<file path="config.mk">
export PLATFORM = sky130hd
export DESIGN_NAME = uart_tx_fifo_drain
export DESIGN_NICKNAME = d
export VERILOG_FILES = /design/src/rtl/uart_tx_fifo_drain.sv
export SDC_FILE = /design/constraint.sdc
export NUM_CORES = 1
export LEC_CHECK = 0
export ABC_AREA = 1
export CORE_ASPECT_RATIO = 0.7
export CORE_MARGIN = 2
export CORE_UTILIZATION = 35
export DETAILED_ROUTE_END_ITERATION = 8
export PLACE_DENSITY = 0.55
export SLEW_MARGIN = 20
export SYNTH_ARGS = -nofsm -noshare
export SYNTH_HDL_FRONTEND = slang
export SYNTH_SLANG_ARGS = --single-unit
</file>
<file path="constraint.sdc">
create_clock -name clk -period 3.6 [get_ports clk]
set_input_delay 0.72 -clock clk [delete_from_list [all_inputs] [get_ports clk]]
set_output_delay 0.72 -clock clk [all_outputs]
set_load 0.01 [all_outputs]
</file>
<file path="src/rtl/uart_tx_fifo_drain.sv">
// UART 8N1-style transmitter that pops words from a FIFO read port and shifts each
// one out LSB first, with a local oversample tick generator (16 ticks per bit).
module uart_tx_fifo_drain #(
  parameter int unsigned DATA_WIDTH = 8,
  parameter int unsigned SB_TICK    = 16,
  parameter int unsigned DVSR_WIDTH = 11
) (
  input  logic                  clk,
  input  logic                  reset,
  input  logic [DVSR_WIDTH-1:0] dvsr,
  input  logic                  fifo_empty,
  input  logic [DATA_WIDTH-1:0] fifo_r_data,
  output logic                  fifo_rd,
  output logic                  tx,
  output logic                  tx_busy
);

  localparam int unsigned S_W = ($clog2(SB_TICK) > 4) ? $clog2(SB_TICK) : 4;
  localparam int unsigned N_W = (DATA_WIDTH > 1) ? $clog2(DATA_WIDTH) : 1;

  localparam logic [1:0] IDLE  = 2'd0;
  localparam logic [1:0] START = 2'd1;
  localparam logic [1:0] DATA  = 2'd2;
  localparam logic [1:0] STOP  = 2'd3;

  logic [1:0]            state_q, state_d;
  logic [DVSR_WIDTH-1:0] cnt_q, cnt_d;
  logic [S_W-1:0]        s_q, s_d;
  logic [N_W-1:0]        n_q, n_d;
  logic [DATA_WIDTH-1:0] b_q, b_d;
  logic                  tx_q, tx_d;
  logic                  busy_q, busy_d;
  logic                  tick;

  // State and datapath registers
  always_ff @(posedge clk) begin
    if (reset) begin
      state_q <= IDLE;
      cnt_q   <= '0;
      s_q     <= '0;
      n_q     <= '0;
      b_q     <= '0;
      tx_q    <= 1'b1;
      busy_q  <= 1'b0;
    end else begin
      state_q <= state_d;
      cnt_q   <= cnt_d;
      s_q     <= s_d;
      n_q     <= n_d;
      b_q     <= b_d;
      tx_q    <= tx_d;
      busy_q  <= busy_d;
    end
  end

  // Next-state, tick generation and pop strobe
  always_comb begin
    state_d = state_q;
    s_d     = s_q;
    n_d     = n_q;
    b_d     = b_q;
    fifo_rd = 1'b0;
    // >= keeps the divider from running away if dvsr is lowered mid-frame
    tick    = (cnt_q >= dvsr);

    if (state_q == IDLE) begin
      cnt_d = '0;
    end else if (tick) begin
      cnt_d = '0;
    end else begin
      cnt_d = cnt_q + DVSR_WIDTH'(1);
    end

    case (state_q)
      IDLE: begin
        if (!fifo_empty && !reset) begin
          fifo_rd = 1'b1;
          b_d     = fifo_r_data;
          s_d     = '0;
          state_d = START;
        end
      end
      START: begin
        if (tick) begin
          if (s_q == S_W'(15)) begin
            s_d     = '0;
            n_d     = '0;
            state_d = DATA;
          end else begin
            s_d = s_q + S_W'(1);
          end
        end
      end
      DATA: begin
        if (tick) begin
          if (s_q == S_W'(15)) begin
            s_d = '0;
            b_d = b_q >> 1;
            if (n_q == N_W'(DATA_WIDTH - 1)) begin
              state_d = STOP;
            end else begin
              n_d = n_q + N_W'(1);
            end
          end else begin
            s_d = s_q + S_W'(1);
          end
        end
      end
      STOP: begin
        if (tick) begin
          if (s_q == S_W'(SB_TICK - 1)) begin
            state_d = IDLE;
          end else begin
            s_d = s_q + S_W'(1);
          end
        end
      end
      default: state_d = IDLE;
    endcase

    // Line level follows the state being entered so tx changes on the bit boundary
    case (state_d)
      START:   tx_d = 1'b0;
      DATA:    tx_d = b_d[0];
      default: tx_d = 1'b1;
    endcase
    busy_d = (state_d != IDLE);
  end

  assign tx      = tx_q;
  assign tx_busy = busy_q;

endmodule

</file>
==> impl_metrics.prom, run 1 <==
# TYPE chip_impl_metric gauge
chip_impl_metric{name="grt.overflow.total",unit=""} 0
chip_impl_metric{name="layout_setup_ws",unit="ns"} 0.857
chip_impl_metric{name="maxCapViolCount",unit=""} 0
chip_impl_info{name="critPathCaptureType",value="output pin"} 1
chip_impl_info{name="worstSetupPathType",value="in -> out"} 1
chip_impl_metric{name="synth_edf_count",unit=""} 0
chip_impl_metric{name="timing.setup.tns",unit="ns"} 0
chip_impl_metric{name="hold_viol",unit=""} 0
chip_impl_metric{name="grt_antenna_before_repair",unit=""} 0
chip_impl_metric{name="grt_start_max_net_pins",unit=""} 13
chip_impl_metric{name="gp_congestion",unit=""} 0.761
chip_impl_info{name="cts_tree",value="built"} 1
chip_impl_metric{name="yosysSeqAreaShare",unit="%"} 30.1
chip_impl_metric{name="io-pin-count",unit=""} 25
chip_impl_metric{name="vdd_drop_max",unit="mV"} 0.161
chip_impl_metric{name="die_y",unit="µm"} 67.2
chip_impl_metric{name="route.antenna.remaining_nets",unit=""} 0
chip_impl_metric{name="clock_insertion_delay_worst_skew",unit="ns"} 0.28
chip_impl_metric{name="final_setup_violation_count",unit=""} 0
chip_impl_metric{name="power.density",unit="nW/µm²"} 342
chip_impl_metric{name="number_of_clock_sinks",unit=""} 30
chip_impl_metric{name="report.power.total",unit="µW"} 825
chip_impl_metric{name="tightest_slew",unit="ns"} 0.581
chip_impl_metric{name="synthDominantCellAreaShare",unit="%"} 30.1
chip_impl_info{name="run_status",value="finished clean"} 1
chip_impl_metric{name="port-buffer-count",unit=""} 24
chip_impl_metric{name="post_cts_buffers",unit=""} 0
chip_impl_metric{name="num_antenna_cells",unit=""} 0
chip_impl_metric{name="cts_made_buffers",unit=""} 5
chip_impl_metric{name="wire_length_per_cell",unit="µm"} 10.8
chip_impl_metric{name="timing.final.max_slew_violations",unit=""} 0
chip_impl_metric{name="first_global_vias",unit=""} 1514
chip_impl_metric{name="post_cts_hold_buffer_count",unit=""} 0
chip_impl_metric{name="finalCritPeriodShare",unit="%"} 76.2
chip_impl_metric{name="clk_path_buf_depth",unit=""} 2
chip_impl_info{name="cts_root_buf",value="sky130_fd_sc_hd__clkbuf_8"} 1
chip_impl_metric{name="drc",unit=""} 0
chip_impl_metric{name="timing.critical_path.fanout_max",unit=""} 2
chip_impl_metric{name="h-tree-depth",unit=""} 2
chip_impl_metric{name="avg_vias_per_cell",unit=""} 4.67
chip_impl_metric{name="average_size_of_a_mapped_cell",unit="µm²"} 7.57
chip_impl_metric{name="cts_resized",unit=""} 0
chip_impl_metric{name="first_pass_iters",unit=""} 4
chip_impl_metric{name="timing.max_slew.rel_slack",unit="%"} 61.3
chip_impl_metric{name="global_route.usage.total",unit="%"} 13.7
chip_impl_metric{name="yosys_warns",unit=""} 0
chip_impl_metric{name="depth_of_the_worst_register_to_register_path",unit=""} 9
chip_impl_metric{name="std_cell_rows",unit=""} 22
chip_impl_metric{name="place_ws",unit="ns"} 0.748
chip_impl_metric{name="synth_fp_nets",unit=""} 306
chip_impl_metric{name="detailroute.via_count",unit=""} 1710
chip_impl_metric{name="floorplan.initialDensity",unit="%"} 37.2
chip_impl_metric{name="number_of_flip_flops_and_latches_in_the_synthesized_netlist",unit=""} 30
chip_impl_info{name="dominantRegCellSynth",value="sky130_fd_sc_hd__dfxtp_1"} 1
chip_impl_metric{name="chipWidth",unit="µm"} 94.3
chip_impl_metric{name="dr.first_iter.drc_count",unit=""} 49
chip_impl_metric{name="grt_pass1_wl",unit="µm"} 6770
chip_impl_info{name="yosys-top-cells-area",value="sky130_fd_sc_hd__dfxtp_1, sky130_fd_sc_hd__ha_1, sky130_fd_sc_hd__nand2_1"} 1
chip_impl_metric{name="power_leakage",unit="µW"} 0.00102
chip_impl_metric{name="synthesis.area",unit="µm²"} 2000
chip_impl_metric{name="wirelength",unit="µm"} 3950
chip_impl_metric{name="timing.reg2reg.setup_slack",unit="ns"} 1.54
chip_impl_metric{name="layout_min_cycle_time",unit="ns"} 2.74
chip_impl_metric{name="num-nets-final",unit=""} 335
chip_impl_metric{name="post_route_cells_drive_above_1_share",unit="%"} 15.0
chip_impl_metric{name="clk_pin_slew",unit="ns"} 0.06
chip_impl_info{name="post_synth_most_frequent_cells",value="sky130_fd_sc_hd__nand2_1, sky130_fd_sc_hd__a21oi_1, sky130_fd_sc_hd__inv_1, sky130_fd_sc_hd__dfxtp_1, sky130_fd_sc_hd__nor2_1"} 1
chip_impl_metric{name="min_delay_path_depth",unit=""} 2
chip_impl_info{name="hold_path_class",value="reg -> reg"} 1
chip_impl_metric{name="areaGrowthSynthToFinish",unit="%"} 20.6
chip_impl_info{name="grt_setup_unrepaired",value="no"} 1
chip_impl_info{name="critPathLaunchType",value="input pin"} 1
chip_impl_metric{name="fp.dieArea",unit="µm²"} 6340
chip_impl_metric{name="synthArstFlopShare",unit="%"} 0
chip_impl_metric{name="core_area",unit="µm²"} 5370
chip_impl_info{name="yosysTopAreaCell",value="sky130_fd_sc_hd__dfxtp_1"} 1
chip_impl_metric{name="post_synth_inst_count",unit=""} 264
chip_impl_info{name="synthMostInstantiatedCell",value="sky130_fd_sc_hd__nand2_1"} 1
chip_impl_metric{name="cp_data_arrival_time",unit="ns"} 2.02
chip_impl_metric{name="synthDistinctLibCells",unit=""} 38
chip_impl_metric{name="cp_data_required_time",unit="ns"} 2.88
chip_impl_metric{name="fmax",unit="MHz"} 365
chip_impl_metric{name="hpwl",unit="µm"} 3200
chip_impl_metric{name="fin_skew",unit="ns"} 0.00386
worst paths after layout:
path,end,from
hold / removal,b_q[1],b_q[2]
hold reg to reg,b_q[1],b_q[2]
setup reg to reg,b_q[1],state_q[0]
setup / recovery,fifo_rd,fifo_empty
kinds of logic after synthesis:
| group | count (synthesis) | synth area share (%) |
|---|---|---|
| AO/OA/AOI/OAI | 51 | 14.7 |
| flip-flops | 30 | 30.1 |
| adder cells (fa/ha/maj) | 20 | 12.5 |
| XOR/XNOR | 4 | 1.75 |
| AND/OR/NAND/NOR | 120 | 32.9 |
| buffers and inverters | 39 | 8.08 |
area by class of cell:
class	instances	area, µm²
timing repair buffer	26	255
multi-input combinational	195	1240
inverter	35	136
sequential	30	601
clock inverter	1	5.00
tap	72	90.1
fill	560	2960
clock buffer	7	86.3
critical path, stage by stage:
cell                              delay, ns
sky130_fd_sc_hd__clkdlybuf4s50_1       0.50
sky130_fd_sc_hd__nor3_4                0.24
sky130_fd_sc_hd__clkdlybuf4s50_1       0.56
where the power goes:
part | internal, µW | switching (µW) | total (µW) | leakage (µW)
clock | 154 | 123 | 277 | 0.0000482
combinational | 80.2 | 99.6 | 180 | 0.000729
sequential | 355 | 13.8 | 369 | 0.000244
registers in the layout (all words and copies together) (netlist names):
signal   cells
cnt_q       11
b_q          8
s_q          4
n_q          3
state_q      2
tx           1
tx_busy      1
metal layers:
metal	vias to the layer above	global-route usage, %	wire length, µm	share of wire, %
li1	923	-	-	-
met2	27	18.2	1540	39
met1	758	21.1	2230	56
met5	-	0	0	0
met4	0	3.80	27	0.68
met3	2	4.02	147	3.7
cells in the final DEF, fill, tap and decap left out, types with 6 or more instances in the layout:
cell type and instances:
sky130_fd_sc_hd__ha_1 20, sky130_fd_sc_hd__nor2_1 21, sky130_fd_sc_hd__o21ai_1 9, sky130_fd_sc_hd__clkbuf_8 6, sky130_fd_sc_hd__nand2_1 44, sky130_fd_sc_hd__clkdlybuf4s50_1 24, sky130_fd_sc_hd__inv_1 31, sky130_fd_sc_hd__a21oi_1 31
sky130_fd_sc_hd__nand2_2 11, sky130_fd_sc_hd__nand3_1 11, sky130_fd_sc_hd__dfxtp_1 30
through the flow:
step,instances,util (%),hold WS (ns),cell area [µm²]
floorplan,264,-,0.441,2000
global placement,358,43.2,0.455,2320
global route,366,44.9,0.489,2410
CTS,366,44.9,0.466,2410
finish,366,44.9,0.465,2410
detailed placement,358,43.2,0.457,2320
(Power assumes the default switching activity.)
==> run 2, diff against run 1 <==
==> constraint.sdc (replaced) <==
create_clock -name clk -period 2.6 [get_ports clk]
set_input_delay 0.52 -clock clk [delete_from_list [all_inputs] [get_ports clk]]
set_output_delay 0.52 -clock clk [all_outputs]
set_load 0.01 [all_outputs]
==> impl_metrics.prom, run 2 (synthesis gave the netlist of run 1 again) <==
# TYPE chip_impl_metric gauge
chip_impl_info{name="run_status",value="finished clean"} 1
chip_impl_metric{name="depth_of_the_worst_register_to_register_path",unit=""} 11
chip_impl_metric{name="power_leakage",unit="µW"} 0.00104
chip_impl_metric{name="first_pass_iters",unit=""} 4
chip_impl_metric{name="die_y",unit="µm"} 67.2
chip_impl_metric{name="dr.first_iter.drc_count",unit=""} 63
chip_impl_metric{name="timing.reg2reg.setup_slack",unit="ns"} 0.67
chip_impl_metric{name="tightest_slew",unit="ns"} 0.343
chip_impl_metric{name="cts_resized",unit=""} 0
chip_impl_metric{name="number_of_clock_sinks",unit=""} 30
chip_impl_metric{name="fmax",unit="MHz"} 412
chip_impl_metric{name="h-tree-depth",unit=""} 2
chip_impl_info{name="cp_cell_sequence",value="inv_1, ha_1, inv_1, nor3_4, clkdlybuf4s50_1"} 1
chip_impl_info{name="worstSetupPathType",value="reg -> out"} 1
chip_impl_metric{name="post_cts_buffers",unit=""} 0
chip_impl_info{name="slowest_stage",value="sky130_fd_sc_hd__clkdlybuf4s50_1"} 1
chip_impl_metric{name="num-nets-final",unit=""} 337
chip_impl_info{name="hold_path_class",value="reg -> reg"} 1
chip_impl_metric{name="post_route_cells_drive_above_1_share",unit="%"} 15.9
chip_impl_info{name="biggestRegsByFlops",value="cnt_q x11, b_q x8, s_q x4"} 1
chip_impl_info{name="r2r-end",value="tx"} 1
chip_impl_metric{name="finalCritPeriodShare",unit="%"} 93.3
chip_impl_metric{name="stdcell_area",unit="µm²"} 2440
chip_impl_metric{name="maxCapViolCount",unit=""} 0
chip_impl_metric{name="port-buffer-count",unit=""} 24
chip_impl_metric{name="fin_skew",unit="ns"} 0.00542
chip_impl_info{name="crit_top_cell",value="sky130_fd_sc_hd__inv_1"} 1
chip_impl_metric{name="wire_length_per_cell",unit="µm"} 10.8
chip_impl_metric{name="std_cell_rows",unit=""} 22
chip_impl_info{name="layout.cells.most_common_list",value="sky130_fd_sc_hd__nand2_1, sky130_fd_sc_hd__inv_1, sky130_fd_sc_hd__a21oi_1"} 1
chip_impl_metric{name="areaGrowthSynthToFinish",unit="%"} 22.3
chip_impl_metric{name="avg_vias_per_cell",unit=""} 4.63
chip_impl_metric{name="clock_insertion_delay_worst_skew",unit="ns"} 0.28
chip_impl_metric{name="power.density",unit="nW/µm²"} 491
chip_impl_metric{name="timing.critical_path.fanout_max",unit=""} 5
chip_impl_metric{name="clk_path_buf_depth",unit=""} 2
chip_impl_metric{name="post_cts_hold_buffer_count",unit=""} 0
chip_impl_metric{name="cts_made_buffers",unit=""} 5
chip_impl_metric{name="layout_min_cycle_time",unit="ns"} 2.43
chip_impl_metric{name="hpwl",unit="µm"} 3210
chip_impl_metric{name="route.antenna.remaining_nets",unit=""} 0
chip_impl_info{name="hold_path_end",value="b_q[6]"} 1
chip_impl_metric{name="cp_data_arrival_time",unit="ns"} 1.91
chip_impl_metric{name="final_setup_violation_count",unit=""} 0
chip_impl_metric{name="num_antenna_cells",unit=""} 0
chip_impl_info{name="cts_root_buf",value="sky130_fd_sc_hd__clkbuf_8"} 1
chip_impl_metric{name="wirelength",unit="µm"} 3990
chip_impl_metric{name="report.power.total",unit="µW"} 1200
chip_impl_metric{name="detailroute.via_count",unit=""} 1705
chip_impl_metric{name="io-pin-count",unit=""} 25
chip_impl_metric{name="timing.setup.tns",unit="ns"} 0
chip_impl_info{name="grt_setup_unrepaired",value="no"} 1
chip_impl_metric{name="placed_cells_incl_taps",unit=""} 360
chip_impl_info{name="worstHoldStart",value="b_q[7]"} 1
chip_impl_metric{name="critical-path-max-stage-delay",unit="ns"} 0.57
chip_impl_metric{name="hold_viol",unit=""} 0
chip_impl_metric{name="gp_congestion",unit=""} 0.798
chip_impl_metric{name="flip_flop_count_of_the_largest_register_after_layout",unit=""} 11
chip_impl_metric{name="core_area",unit="µm²"} 5370
chip_impl_info{name="critPathCaptureType",value="output pin"} 1
chip_impl_metric{name="grt_pass1_wl",unit="µm"} 6820
chip_impl_metric{name="detailed_place.area",unit="µm²"} 2330
chip_impl_metric{name="final_cells",unit=""} 368
chip_impl_metric{name="first_global_vias",unit=""} 1502
chip_impl_metric{name="clk_pin_slew",unit="ns"} 0.06
chip_impl_metric{name="chipWidth",unit="µm"} 94.3
chip_impl_info{name="critPathLaunchType",value="flip-flop"} 1
chip_impl_metric{name="grt_antenna_before_repair",unit=""} 0
chip_impl_metric{name="drc",unit=""} 0
chip_impl_info{name="largest-register",value="cnt_q"} 1
chip_impl_metric{name="grt.overflow.total",unit=""} 0
chip_impl_metric{name="global_route.usage.total",unit="%"} 13.9
chip_impl_info{name="critical_path.reg2reg.startpoint",value="state_q[1]"} 1
chip_impl_info{name="cts_tree",value="built"} 1
chip_impl_metric{name="floorplan.initialDensity",unit="%"} 37.2
chip_impl_metric{name="timing.final.max_slew_violations",unit=""} 0
chip_impl_metric{name="fp.dieArea",unit="µm²"} 6340
chip_impl_metric{name="vdd_drop_max",unit="mV"} 0.236
chip_impl_metric{name="grt_start_max_net_pins",unit=""} 12
chip_impl_metric{name="timing.max_slew.rel_slack",unit="%"} 77.1
chip_impl_metric{name="min_delay_path_depth",unit=""} 2
chip_impl_metric{name="cp_data_required_time",unit="ns"} 2.08
chip_impl_info{name="layout_commonest_cell",value="sky130_fd_sc_hd__nand2_1"} 1
run 2: cell count changes in the layout (fill, tap and decap cells not counted):
cell,before,now
sky130_fd_sc_hd__clkbuf_1,1,0
sky130_fd_sc_hd__clkinv_2,1,0
sky130_fd_sc_hd__buf_4,2,4
sky130_fd_sc_hd__clkbuf_8,6,8
run 2: worst max-delay path: cells and delay by family (launching register included):
kind	cells	cell delay, ns
buffers and inverters	3	0.88
AND/OR/NAND/NOR	1	0.18
flip-flops	1	0.34
adder cells (fa/ha/maj)	1	0.23
run 2: cell type report:
cell class	count	area, µm²
Clock buffer	8	110
Fill cell	547	2920
Inverter	35	136
Multi-Input combinational cell	195	1240
Sequential cell	30	601
Tap cell	72	90.1
Timing Repair Buffer	28	270
run 2: how the worst max path moves through the flow:
| stage | start | endpoint | slack, ns | depth (start not counted) |
|---|---|---|---|---|
| after CTS | state_q[0] | fifo_rd | 0.15 | 5 |
| final | state_q[0] | fifo_rd | 0.17 | 5 |
| after global placement | dvsr[10] | b_q[3] | 0.09 | 14 |
| after detailed placement | dvsr[10] | b_q[3] | 0.09 | 16 |
| after global routing | state_q[0] | fifo_rd | 0.02 | 5 |
| after floorplan | dvsr[10] | b_q[1] | 0.72 | 15 |
run 2: metrics by stage:
| step | hold slack [ns] | util (%) | setup slack (ns) |
|---|---|---|---|
| finish | 0.464 | 45.5 | 0.175 |
| global route | 0.483 | 45.5 | 0.0219 |
| CTS | 0.468 | 45.5 | 0.153 |
| detailed placement | 0.458 | 43.5 | 0.0946 |
| global placement | 0.459 | 43.5 | 0.0899 |
| floorplan | 0.441 | - | 0.716 |
run 2: metal layers:
metal	wire length, µm	up-vias	global-route usage [%]
met4	72	0	5.98
met3	145	8	3.35
met1	2260	740	21.2
li1	-	930	-
met2	1510	27	18.1
met5	0	-	0
run 2: where the power goes:
| group | total, µW | switching [µW] | internal, µW |
|---|---|---|---|
| Clock | 439 | 173 | 267 |
| Combinational | 249 | 137 | 113 |
| Sequential | 511 | 19.4 | 491 |
==> run 3, diff against run 2 <==
--- a/config.mk
+++ b/config.mk
@@ -10,7 +10,8 @@
 export CORE_MARGIN = 2
 export CORE_UTILIZATION = 35
 export DETAILED_ROUTE_END_ITERATION = 8
-export PLACE_DENSITY = 0.55
+export DONT_BUFFER_PORTS = 1
+export PLACE_DENSITY = 0.49
 export SLEW_MARGIN = 20
 export SYNTH_ARGS = -nofsm -noshare
 export SYNTH_HDL_FRONTEND = slang
==> impl_metrics.prom, run 3 (synthesis gave the netlist of run 1 again) <==
# TYPE chip_impl_metric gauge
chip_impl_info{name="run_status",value="finished clean"} 1
chip_impl_metric{name="grt_start_max_net_pins",unit=""} 13
chip_impl_metric{name="core_area",unit="µm²"} 5370
chip_impl_metric{name="avg_vias_per_cell",unit=""} 4.75
chip_impl_info{name="layout_commonest_cell",value="sky130_fd_sc_hd__nand2_1"} 1
chip_impl_info{name="worstHoldStart",value="reset"} 1
chip_impl_metric{name="std_cell_rows",unit=""} 22
chip_impl_metric{name="h-tree-depth",unit=""} 2
chip_impl_metric{name="first_pass_iters",unit=""} 4
chip_impl_metric{name="grt.overflow.total",unit=""} 0
chip_impl_metric{name="maxCapViolCount",unit=""} 0
chip_impl_metric{name="floorplan.initialDensity",unit="%"} 37.2
chip_impl_metric{name="die_y",unit="µm"} 67.2
chip_impl_metric{name="wire_length_per_cell",unit="µm"} 12.0
chip_impl_metric{name="timing.setup.tns",unit="ns"} 0
chip_impl_metric{name="timing.critical_path.fanout_max",unit=""} 9
chip_impl_info{name="grt_setup_unrepaired",value="no"} 1
chip_impl_metric{name="fmax",unit="MHz"} 481
chip_impl_info{name="biggestRegsByFlops",value="cnt_q x11, b_q x8, s_q x4"} 1
chip_impl_metric{name="io-pin-count",unit=""} 25
chip_impl_metric{name="depth_of_the_worst_register_to_register_path",unit=""} 10
chip_impl_metric{name="timing.reg2reg.setup_slack",unit="ns"} 0.63
chip_impl_metric{name="detailroute.via_count",unit=""} 1611
chip_impl_metric{name="post_cts_buffers",unit=""} 0
chip_impl_metric{name="route.antenna.remaining_nets",unit=""} 0
chip_impl_info{name="critPathLaunchType",value="flip-flop"} 1
chip_impl_metric{name="num-fill-cells",unit=""} 571
chip_impl_metric{name="pwr-share-clk",unit="%"} 33.9
chip_impl_metric{name="power_leakage",unit="µW"} 0.000919
chip_impl_metric{name="gp_congestion",unit=""} 0.769
chip_impl_metric{name="p_sw",unit="µW"} 310
chip_impl_metric{name="fp.dieArea",unit="µm²"} 6340
chip_impl_metric{name="first_global_vias",unit=""} 1570
chip_impl_metric{name="min_delay_path_depth",unit=""} 1
chip_impl_metric{name="p_seq_share",unit="%"} 47.7
chip_impl_metric{name="clk_pin_slew",unit="ns"} 0.06
chip_impl_info{name="critical_path.reg2reg.startpoint",value="cnt_q[9]"} 1
chip_impl_info{name="cts_root_buf",value="sky130_fd_sc_hd__clkbuf_8"} 1
chip_impl_metric{name="chipWidth",unit="µm"} 94.3
chip_impl_metric{name="hold_viol",unit=""} 0
chip_impl_metric{name="number_of_clock_sinks",unit=""} 30
chip_impl_metric{name="fin_skew",unit="ns"} 0.00788
chip_impl_info{name="r2r-end",value="cnt_q[2]"} 1
chip_impl_metric{name="layout_min_cycle_time",unit="ns"} 2.08
chip_impl_metric{name="layout_setup_ws",unit="ns"} 0.521
chip_impl_metric{name="power.density",unit="nW/µm²"} 501
chip_impl_metric{name="num-nets-final",unit=""} 310
chip_impl_metric{name="cp_data_required_time",unit="ns"} 2.08
chip_impl_metric{name="final_setup_violation_count",unit=""} 0
chip_impl_metric{name="comb_power_share",unit="%"} 18.5
chip_impl_metric{name="clock_insertion_delay_worst_skew",unit="ns"} 0.27
chip_impl_metric{name="cp_data_arrival_time",unit="ns"} 1.56
chip_impl_info{name="worstSetupPathType",value="reg -> out"} 1
chip_impl_info{name="cts_tree",value="built"} 1
chip_impl_info{name="largest-register",value="cnt_q"} 1
chip_impl_metric{name="hpwl",unit="µm"} 3240
chip_impl_metric{name="cts_resized",unit=""} 0
chip_impl_metric{name="vdd_drop_max",unit="mV"} 0.208
chip_impl_metric{name="finalCritPeriodShare",unit="%"} 80.0
chip_impl_metric{name="timing.final.max_slew_violations",unit=""} 0
chip_impl_metric{name="port-buffer-count",unit=""} 0
chip_impl_info{name="hold_path_end",value="b_q[7]"} 1
chip_impl_metric{name="place_ws",unit="ns"} 0.432
chip_impl_metric{name="dr.first_iter.drc_count",unit=""} 89
chip_impl_metric{name="flip_flop_count_of_the_largest_register_after_layout",unit=""} 11
chip_impl_metric{name="grt_antenna_before_repair",unit=""} 0
chip_impl_metric{name="drc",unit=""} 0
chip_impl_metric{name="grt_pass1_wl",unit="µm"} 6980
chip_impl_metric{name="timing.hold.ws",unit="ns"} 0.309
chip_impl_metric{name="tightest_slew",unit="ns"} 0.462
chip_impl_metric{name="wirelength",unit="µm"} 4070
chip_impl_metric{name="internal_dissipation",unit="µW"} 769
chip_impl_info{name="critPathCaptureType",value="output pin"} 1
chip_impl_info{name="layout.cells.most_common_list",value="sky130_fd_sc_hd__nand2_1, sky130_fd_sc_hd__inv_1, sky130_fd_sc_hd__a21oi_1"} 1
chip_impl_metric{name="cts_made_buffers",unit=""} 5
chip_impl_metric{name="timing.max_slew.rel_slack",unit="%"} 69.1
chip_impl_metric{name="areaGrowthSynthToFinish",unit="%"} 7.76
chip_impl_metric{name="num_antenna_cells",unit=""} 0
chip_impl_metric{name="clk_path_buf_depth",unit=""} 2
chip_impl_metric{name="post_route_cells_drive_above_1_share",unit="%"} 15.7
chip_impl_info{name="hold_path_class",value="in -> reg"} 1
chip_impl_metric{name="post_cts_hold_buffer_count",unit=""} 0
chip_impl_metric{name="netSwitchingFraction",unit="%"} 28.7
chip_impl_metric{name="global_route.usage.total",unit="%"} 14.1
[run 3: per-stage QoR]
| step | std cells | utilization (%) | area [µm²] | total power (µW) |
|---|---|---|---|---|
| after floorplan | 264 | - | 2000 | 689 |
| after global placement | 333 | 38.6 | 2070 | 724 |
| after detailed placement | 333 | 38.6 | 2070 | 724 |
| after CTS | 339 | 40.1 | 2150 | 1100 |
| after global routing | 339 | 40.1 | 2150 | 1150 |
| final | 339 | 40.1 | 2150 | 1080 |
[run 3: worst max path at each step]
stage,startpoint,endpoint,slack (ns),depth (start not counted)
floorplan,dvsr[10],b_q[1],0.72,15
global placement,dvsr[10],cnt_q[2],0.47,11
detailed placement,dvsr[6],cnt_q[2],0.43,11
CTS,state_q[0],fifo_rd,0.51,4
global route,state_q[0],fifo_rd,0.43,4
finish,state_q[0],fifo_rd,0.52,4
[run 3: area by class of cell]
class / instances / area, µm² / area share [%]
Multi-Input combinational cell: 195 / 1240 / 57.4
Clock buffer: 6 / 82.6 / 3.83
Timing Repair Buffer: 1 / 7.51 / 0.349
Sequential cell: 30 / 601 / 27.9
Tap cell: 72 / 90.1 / 4.18
Inverter: 35 / 136 / 6.33
[run 3: critical path, cell delays in order, from the launching register on]
cell and delay [ns]:
sky130_fd_sc_hd__dfxtp_1 0.34, sky130_fd_sc_hd__inv_1 0.16, sky130_fd_sc_hd__ha_1 0.23, sky130_fd_sc_hd__inv_1 0.15, sky130_fd_sc_hd__nor3_4 0.40
[run 3: metal layers]
layer	up-vias	share of wire (%)	track usage, %
met3	2	4.2	3.57
met4	0	0.47	3.80
met5	-	0	0
met1	709	56	21.2
met2	28	39	19.9
li1	872	-	-
[run 3: power by group through the flow]
stage | registers (µW) | logic (µW) | clock network [µW]
global route | 518 | 230 | 404
floorplan | 519 | 170 | 0
detailed placement | 524 | 200 | 0
global placement | 524 | 200 | 0
CTS | 514 | 201 | 383
finish | 514 | 199 | 365
